[src/rtl/regfile_pkg.sv]
// regfile_pkg: select-field encodings and unpack helpers shared by the register file
package regfile_pkg;
    localparam logic [1:0] MODE_FULL = 2'b00;
    localparam logic [1:0] MODE_RSVD = 2'b01;
    localparam logic [1:0] MODE_HI   = 2'b10;
    localparam logic [1:0] MODE_LO   = 2'b11;

    function automatic logic [1:0] sel_mode(input logic [31:0] sel, input int idx_w);
        return sel[idx_w +: 2];
    endfunction

    function automatic logic [31:0] sel_idx(input logic [31:0] sel, input int idx_w);
        return sel & ((32'd1 << idx_w) - 32'd1);
    endfunction
endpackage

[src/rtl/regfile_wr_merge.sv]
// regfile_wr_merge: next value of one register after applying all write ports in ascending order
module regfile_wr_merge
    import regfile_pkg::*;
#(
    parameter int DATA_W = 16,
    parameter int NWR    = 2,
    parameter int IDX_W  = 3,
    parameter int MY_IDX = 1
) (
    input  logic [DATA_W-1:0]         cur,
    input  logic [NWR*(IDX_W+2)-1:0]  wr_sel,
    input  logic [NWR*DATA_W-1:0]     wr_data,
    output logic [DATA_W-1:0]         nxt,
    output logic                      hit
);
    localparam int SEL_W = IDX_W + 2;
    localparam int H = DATA_W / 2;
    logic [SEL_W-1:0] s;
    logic [1:0] m;
    logic [DATA_W-1:0] d;
    always_comb begin
        nxt = cur;
        hit = 1'b0;
        s = '0;
        m = '0;
        d = '0;
        for (int k = 0; k < NWR; k++) begin
            s = wr_sel[k*SEL_W +: SEL_W];
            d = wr_data[k*DATA_W +: DATA_W];
            m = sel_mode(32'(s), IDX_W);
            if (m != MODE_RSVD && sel_idx(32'(s), IDX_W) == 32'(MY_IDX)) begin
                hit = 1'b1;
                nxt = m == MODE_FULL ? d :
                      m == MODE_HI   ? {d[H-1:0], nxt[H-1:0]} : {nxt[DATA_W-1:H], d[H-1:0]};
            end
        end
    end
endmodule

[src/rtl/regfile_mp.sv]
// regfile_mp: multi-port register file with half access, optional bypass and pending-write scoreboard
module regfile_mp
    import regfile_pkg::*;
#(
    parameter int DATA_W = 16,
    parameter int NREG   = 8,
    parameter int NWR    = 2,
    parameter int NRD    = 2,
    parameter int BYPASS = 1,
    parameter int IDX_W  = $clog2(NREG),
    parameter int SEL_W  = IDX_W + 2
) (
    input  logic                  clk,
    input  logic                  rst,
    input  logic [NWR*SEL_W-1:0]  wr_sel,
    input  logic [NWR*DATA_W-1:0] wr_data,
    input  logic [NRD*SEL_W-1:0]  rd_sel,
    output logic [NRD*DATA_W-1:0] rd_data,
    output logic [NRD-1:0]        rd_busy,
    input  logic                  rsv_valid,
    input  logic [IDX_W-1:0]      rsv_idx,
    output logic                  rsv_ready
);
    localparam int H = DATA_W / 2;
    logic [DATA_W-1:0] regs_q [NREG];
    logic [DATA_W-1:0] regs_d [NREG];
    logic [NREG-1:1] hit;
    logic [NREG-1:1] busy_q, busy_d;
    logic [NREG-1:0] busy;

    assign regs_d[0] = '0;
    for (genvar r = 1; r < NREG; r++) begin : g_reg
        regfile_wr_merge #(.DATA_W(DATA_W), .NWR(NWR), .IDX_W(IDX_W), .MY_IDX(r)) u_merge (
            .cur(regs_q[r]), .wr_sel(wr_sel), .wr_data(wr_data), .nxt(regs_d[r]), .hit(hit[r])
        );
    end

    always_ff @(posedge clk or posedge rst) begin
        if (rst) begin
            for (int r = 0; r < NREG; r++) regs_q[r] <= '0;
            busy_q <= '0;
        end else begin
            for (int r = 0; r < NREG; r++) regs_q[r] <= regs_d[r];
            busy_q <= busy_d;
        end
    end

    assign busy = {busy_q, 1'b0};
    assign rsv_ready = rsv_valid & ~busy[rsv_idx];

    always_comb begin
        busy_d = busy_q;
        for (int r = 1; r < NREG; r++)
            busy_d[r] = (rsv_ready && rsv_idx == IDX_W'(r)) || (busy_q[r] && !hit[r]);
    end

    for (genvar p = 0; p < NRD; p++) begin : g_rd
        logic [SEL_W-1:0] s;
        logic [1:0] m;
        logic [IDX_W-1:0] ix;
        logic [DATA_W-1:0] v;
        assign s = rd_sel[p*SEL_W +: SEL_W];
        assign m = sel_mode(32'(s), IDX_W);
        assign ix = IDX_W'(sel_idx(32'(s), IDX_W));
        assign v = BYPASS != 0 ? regs_d[ix] : regs_q[ix];
        assign rd_data[p*DATA_W +: DATA_W] = m == MODE_RSVD ? '0 :
                                             m == MODE_FULL ? v :
                                             m == MODE_HI   ? DATA_W'(v[DATA_W-1:H]) : DATA_W'(v[H-1:0]);
        assign rd_busy[p] = m != MODE_RSVD && busy[ix];
    end
endmodule
[config.mk]
export PLATFORM = sky130hd
export DESIGN_NAME = regfile_mp
export DESIGN_NICKNAME = d
export VERILOG_FILES = /design/src/rtl/regfile_pkg.sv /design/src/rtl/regfile_wr_merge.sv /design/src/rtl/regfile_mp.sv
export SDC_FILE = /design/constraint.sdc
export NUM_CORES = 1
export LEC_CHECK = 0
export CAP_MARGIN = 20
export CELL_PAD_IN_SITES_DETAIL_PLACEMENT = 1
export CELL_PAD_IN_SITES_GLOBAL_PLACEMENT = 2
export CORE_UTILIZATION = 25
export DETAILED_ROUTE_END_ITERATION = 10
export PLACE_DENSITY_LB_ADDON = 0.1
export SETUP_SLACK_MARGIN = 0.15
export SYNTH_ARGS = -nofsm -noshare
export SYNTH_HDL_FRONTEND = slang
export SYNTH_SLANG_ARGS = --single-unit
[constraint.sdc]
create_clock -name clk -period 7.3 [get_ports clk]
set_input_delay 0.73 -clock clk [delete_from_list [all_inputs] [get_ports clk]]
set_output_delay 0.73 -clock clk [all_outputs]
set_load 0.05 [all_outputs]
After elaboration in Yosys (flattened, before gate mapping)
Index checks and enable logic that the tools add are counted.
- add/sub/neg operators: 0
- $mul: 0
- div/mod/pow operators: 0
- magnitude comparators: 5
- equal/unequal tests: 31
- shifts and indexed selects: 0
- mux-type cells: 74
- bitwise operators: 4
- reductions and logical operators: 48
- operator list (operator ; count):
    $mux W16 ; 50
    $bmux W16 S3 ; 2
    $eq A3 B3 Y1 const B ; 12
    $logic_and A1 B1 Y1 ; 30
    $eq A3 B2 Y1 const B ; 6
    $mux W1 ; 17
    $mux W8 ; 2
    $lt A3 B4 Y1 const B ; 3
    $bmux W1 S3 ; 3
    $eq A3 B1 Y1 const B ; 3
    $eq A2 B2 Y1 const B ; 4
    $ge A4 B4 Y1 const B ; 2
    $logic_not A2 Y1 ; 4
    $ne A2 B1 Y1 const B ; 4
    $not A3 Y4 ; 2
    $logic_not A1 Y1 ; 7
    $logic_or A1 B1 Y1 ; 7
    $eq A2 B1 Y1 const B ; 2
    $and A1 B1 Y1 ; 1
    $not A1 Y1 ; 1
- flip-flop bits (word level): 119
- bits in latches: 0
- bits in writable memories: 0
- memory bits (read-only): 0
- input bits: 58
- output and inout bits: 35
- word-level logic and storage cells: 170
- memories kept: 0

Longest topological paths before layout
- depth after elaboration: 13
- depth in mapped cells: 11
- mapped depth without buffers: 7

Modules after synthesis
From an unflattened synthesis, not the netlist that was laid out.
- cells, all modules: 980
- area total of the unflattened synthesis: 10177.3 µm²
- by module, submodules not included (module ; times used ; cells an instance ; area an instance (µm²) ; seq. area each (µm²)):
    regfile_mp ; 1 ; 405 ; 5451.5 ; 2977.9
    regfile_wr_merge (g_reg[1].u_merge ...) ; 3 ; 82 ; 664.4 ; 0.0
    regfile_wr_merge (g_reg[5].u_merge ...) ; 2 ; 82 ; 684.4 ; 0.0
    regfile_wr_merge (g_reg[3].u_merge) ; 1 ; 82 ; 686.9 ; 0.0
    regfile_wr_merge (g_reg[7].u_merge) ; 1 ; 83 ; 676.9 ; 0.0

Worst setup path before layout
No wires, ideal clock.
- kind: input -> output
- from: in wr_sel[7]
- to: out rd_data[6]
- arrival: 3499 ps
- required time: 6570 ps
- path slack: 3071 ps
- cell stages on the path: 9
- buffers on the path: 2
- cells stage by stage: or3b_2 clkbuf_1 or2_2 buf_2 a31oi_2 nor2b_1 a211o_1 a21boi_0 o32ai_1
- word-level cells in the longest chain between the ends: 9
- elaborated cells between the ends (all ways): 27
- those cells by class: eq/ne: 7; mux: 13; reduce/logical: 7
- ends and longest elaborated chain (what ; RTL line ; text):
    start: declaration ; regfile_mp.sv:15 ; input logic [NWR*SEL_W-1:0] wr_sel,
    $eq A3 B1 Y1 (*) ; regfile_wr_merge.sv:31 ; if (m != MODE_RSVD && sel_idx(32'(s), IDX_W) == 32'(MY_IDX)) begin
    $logic_and A1 B1 Y1 (*) ; regfile_wr_merge.sv:31 ;
    $mux W16 (*) ; regfile_wr_merge.sv:31 ;
    net g_reg[1].u_merge.nxt[6] ; regfile_wr_merge.sv:13 ; output logic [DATA_W-1:0] nxt,
    $bmux W16 S3 (*) ; regfile_mp.sv:65 ; assign v = BYPASS != 0 ? regs_d[ix] : regs_q[ix];
    $mux W16 (not written as such) (*) (2 in a row) ; regfile_mp.sv:65 ;
    $mux W8 ; regfile_mp.sv:68 ; m == MODE_HI ? DATA_W'(v[DATA_W-1:H]) : DATA_W'(v[H-1:0]);
    $mux W16 (*) ; regfile_mp.sv:67 ; m == MODE_FULL ? v :
    $mux W16 (*) ; regfile_mp.sv:66 ; assign rd_data[p*DATA_W +: DATA_W] = m == MODE_RSVD ? '0 :
    end: declaration ; regfile_mp.sv:18 ; output logic [NRD*DATA_W-1:0] rd_data,
The timed path passes the listed nets; every way through them passes the cells marked *. The select of a mux whose other input is x is not followed.

Worst setup path after layout
- from: in wr_sel[0]
- to: out rd_data[6]
- word-level cells in the longest chain between the ends: 12
- elaborated cells between the ends (all ways): 48
- those cells by class: eq/ne: 7; mux: 34; reduce/logical: 7
- ends and longest elaborated chain (what ; RTL line ; text):
    $eq A3 B3 Y1 (tied with other cells) ; regfile_wr_merge.sv:31 ;
    $logic_and A1 B1 Y1 ; regfile_wr_merge.sv:31 ;
    $mux W16 ; regfile_wr_merge.sv:31 ;
    $mux W16 ; regfile_wr_merge.sv:34 ; m == MODE_HI ? {d[H-1:0], nxt[H-1:0]} : {nxt[DATA_W-1:H], d[H-1:0]};
    $mux W16 ; regfile_wr_merge.sv:33 ; nxt = m == MODE_FULL ? d :
    $mux W16 ; regfile_wr_merge.sv:31 ;
    $bmux W16 S3 (*) ; regfile_mp.sv:65 ;
    $mux W16 (not written as such) (*) (2 in a row) ; regfile_mp.sv:65 ;
    $mux W8 ; regfile_mp.sv:68 ;
    $mux W16 (*) ; regfile_mp.sv:67 ;
    $mux W16 (*) ; regfile_mp.sv:66 ;
Mark *: on every way between the ends. The rest lies on a longest branch, timed or not. The select of a mux whose other input is x is not followed.

==> reports/results.ini <==
[run_status]
status = finished, final reports clean

[power_and_ir_drop]
swShare_pct = 39.2
seqPwrFrac_pct = 31.8
ir_worst_vdd_mv = 0.186
p_int_mw = 1.65
power_density_nw_per_um2 = 256
p_switching_mw = 1.07
power_frac_clock_pct = 31.1
p_comb_share_pct = 37.2
power.leakage_nw = 3.82

[cts]
numCtsBuffers = 17
h-tree-depth = 4
worst_setup_hold_path_clk_slew_ns = 0.06
cts_tree = done
clk_latency_ns = 0.44
post_cts_resize_count = 0
ctsHoldBuffers = 0
clockBufferDepth = 2
clock-root-buffer = clkbuf_16
postCtsSetupBuffers = 0
numClockSinks = 119

[global_route]
antenna_found_initial = 0
grt_pass1_vias = 9375
grt_pass1_wl_mm = 70.9
overflow = 0
grt_max_degree = 66
grt_usage_pct = 28.0

[sta]
finalHoldViolations = 0
finClkSkew_ns = 0.000399
slew_headroom_pct = 25.6
whs_ns = 0.559
finalCritPeriodShare_pct = 83.5
rsz0062_at_grt = false
clock.fmax_mhz = 164
finalMaxSlewViolations = 0
setup_viol = 0
tightest_slew_ns = 1.11
period_needed_ns = 6.10
timing.setup.tns_ns = 0

[drt]
route.met2.wl_mm = 22.8
via_count = 9231
routedWlPerCell_um = 32.2
top_layer = met4
drtAntennaViolNets = 0
via_per_inst = 6.01
wl_met1_mm = 22.2
wirelength_mm = 49.5
route.detailed.drc = 0
first_pass_iters = 8
wl_met3_mm = 2.46
drt_iter0_drc = 932

[setup_path]
worstSetupPathType = in -> out
cp.arrival_ns = 5.37
setup.worst_path.start_class = primary input
cp_max_fo = 24
critPathCaptureType = output pin
cp_data_required_time_ns = 6.57

[finish]
final_area_um2 = 10600
seqCellArea_um2 = 2980
syn2layout_area_growth_pct = 21.4
nNetsFinal = 1126
drive_above_1_share_pct = 10.9
fin_cells = 1536
fillers = 4038
multi_input_comb_area_um2 = 5240
final_cell_mix = dfrtp_1 (119), clkdlybuf4s50_1 (91), o21ai_0 (90)
final_common_cell = dfrtp_1

[hold_path]
min_path_type = reg -> reg

[yosys]
synth.yosys.warnings = 0
synth-edff-count = 0
ys_seq_elements = 119
syn_area_per_cell_um2 = 8.52
seq_area_frac_synth_pct = 34.1
syn-cell-area_um2 = 8740
ys.flop_type = dfrtp_1
synth_cells = 1026
synth_nets = 1084
async_reset_ff_share_pct = 100
yosys.cell_types.count = 83

[floorplan]
die_area_um2 = 35700
num_io_pins = 93
chipWidth_um = 189
core_area_um2 = 34500
fp-row-count = 68
fp.dieH_um = 189
start_util_pct = 25.4

[place]
gp_congestion = 0.895
place_area_um2 = 10100
dp_hpwl_mm = 36.7
placed_cells = 1504
io_buffers = 92

[flow_run]
maxCapViolCount = 0

[registers in the layout (all words and copies together) (netlist names)]
signal and flops:
busy_q 7, regs_q 112
[worst max-delay path: stages]
cell and delay (ns):
clkdlybuf4s50_1 1.17, clkinv_1 0.57, nor4_1 0.53, o21ai_0 0.38, nand3_1 0.21, a31oi_1 0.10, a211oi_1 0.56, o32ai_1 0.31
clkdlybuf4s50_1 0.78
[logic make-up after synthesis]
kind of cell | synth area share, %
flops | 34.1
xor+xnor | 0.572
compound gates | 27.5
simple gates | 22.3
mux | 9.03
buf+inv | 6.51
[synth_stat cells, types with 8 or more instances]
cell	instances	area share, %
nand2_1	64	2.7
a222oi_1	8	0.92
o22ai_1	29	2.1
inv_1	20	0.86
buf_1	10	0.43
a22o_1	20	2.0
mux2_2	16	2.1
buf_2	31	1.8
mux2i_1	38	4.3
a22oi_1	47	4.0
nand3_1	46	2.6
a21oi_1	21	1.2
and2_1	15	1.1
o32ai_1	9	0.90
o21ai_0	90	5.2
o211ai_1	9	0.77
nor2_1	66	2.8
nor2b_1	18	1.3
nor3_1	50	2.9
nor4_1	10	0.72
dfrtp_1	119	34
nand2b_1	12	0.86
a221oi_1	9	0.90
or2_2	8	0.57
mux4_2	9	2.3
a211oi_1	8	0.69
or3_1	14	1.0
a31oi_1	52	3.7
clkbuf_1	51	2.2
[routing by layer]
metal | vias up | GRT usage [%]
met2 | 348 | 44.5
met1 | 4784 | 37.7
met5 | - | 0
li1 | 4020 | -
met4 | 0 | 13.1
met3 | 79 | 3.45
[metrics by stage]
| step | utilization, % | setup slack [ns] | power, mW |
|---|---|---|---|
| 2_1_floorplan | - | 3.07 | 1.46 |
| 3_3_place_gp | 29.2 | 1.31 | 1.87 |
| 3_5_place_dp | 29.2 | 1.33 | 1.87 |
| 4_1_cts | 30.8 | 1.29 | 2.72 |
| 5_1_grt | 30.8 | 1.09 | 2.83 |
| 6_report | 30.8 | 1.20 | 2.72 |
[cell type report]
class                           count  area share [%]
Antenna cell                        1          0.0236
Clock buffer                       22            4.28
Clock inverter                      9           0.967
Inverter                           21           0.766
Multi-Input combinational cell    781            49.4
Sequential cell                   119            28.1
Tap cell                          455            5.36
Timing Repair Buffer              128            11.2
[final timing paths]
kind                                     start                   end  slack [ns]  cells after the start
max                                  wr_sel[0]            rd_data[6]        1.20                      9
min                        busy_q[4]$_DFF_PP0_   busy_q[4]$_DFF_PP0_        0.56                      1
max in group asynchronous                  rst  regs_q[20]$_DFF_PP0_        5.06                      3
min in group asynchronous                  rst  regs_q[79]$_DFF_PP0_        0.79                      2
max reg2reg                busy_q[6]$_DFF_PP0_   busy_q[3]$_DFF_PP0_        5.53                      6
min reg2reg                busy_q[4]$_DFF_PP0_   busy_q[4]$_DFF_PP0_        0.56                      1
[power by group through the flow]
stage	registers (mW)	logic (mW)	clock network [mW]
after floorplan	0.858	0.607	0
after global placement	0.872	0.998	0
after detailed placement	0.874	0.997	0
after CTS	0.863	1.00	0.858
after global routing	0.877	1.07	0.884
final	0.863	1.01	0.845
No activity file was read; power rests on OpenSTA's default activity.
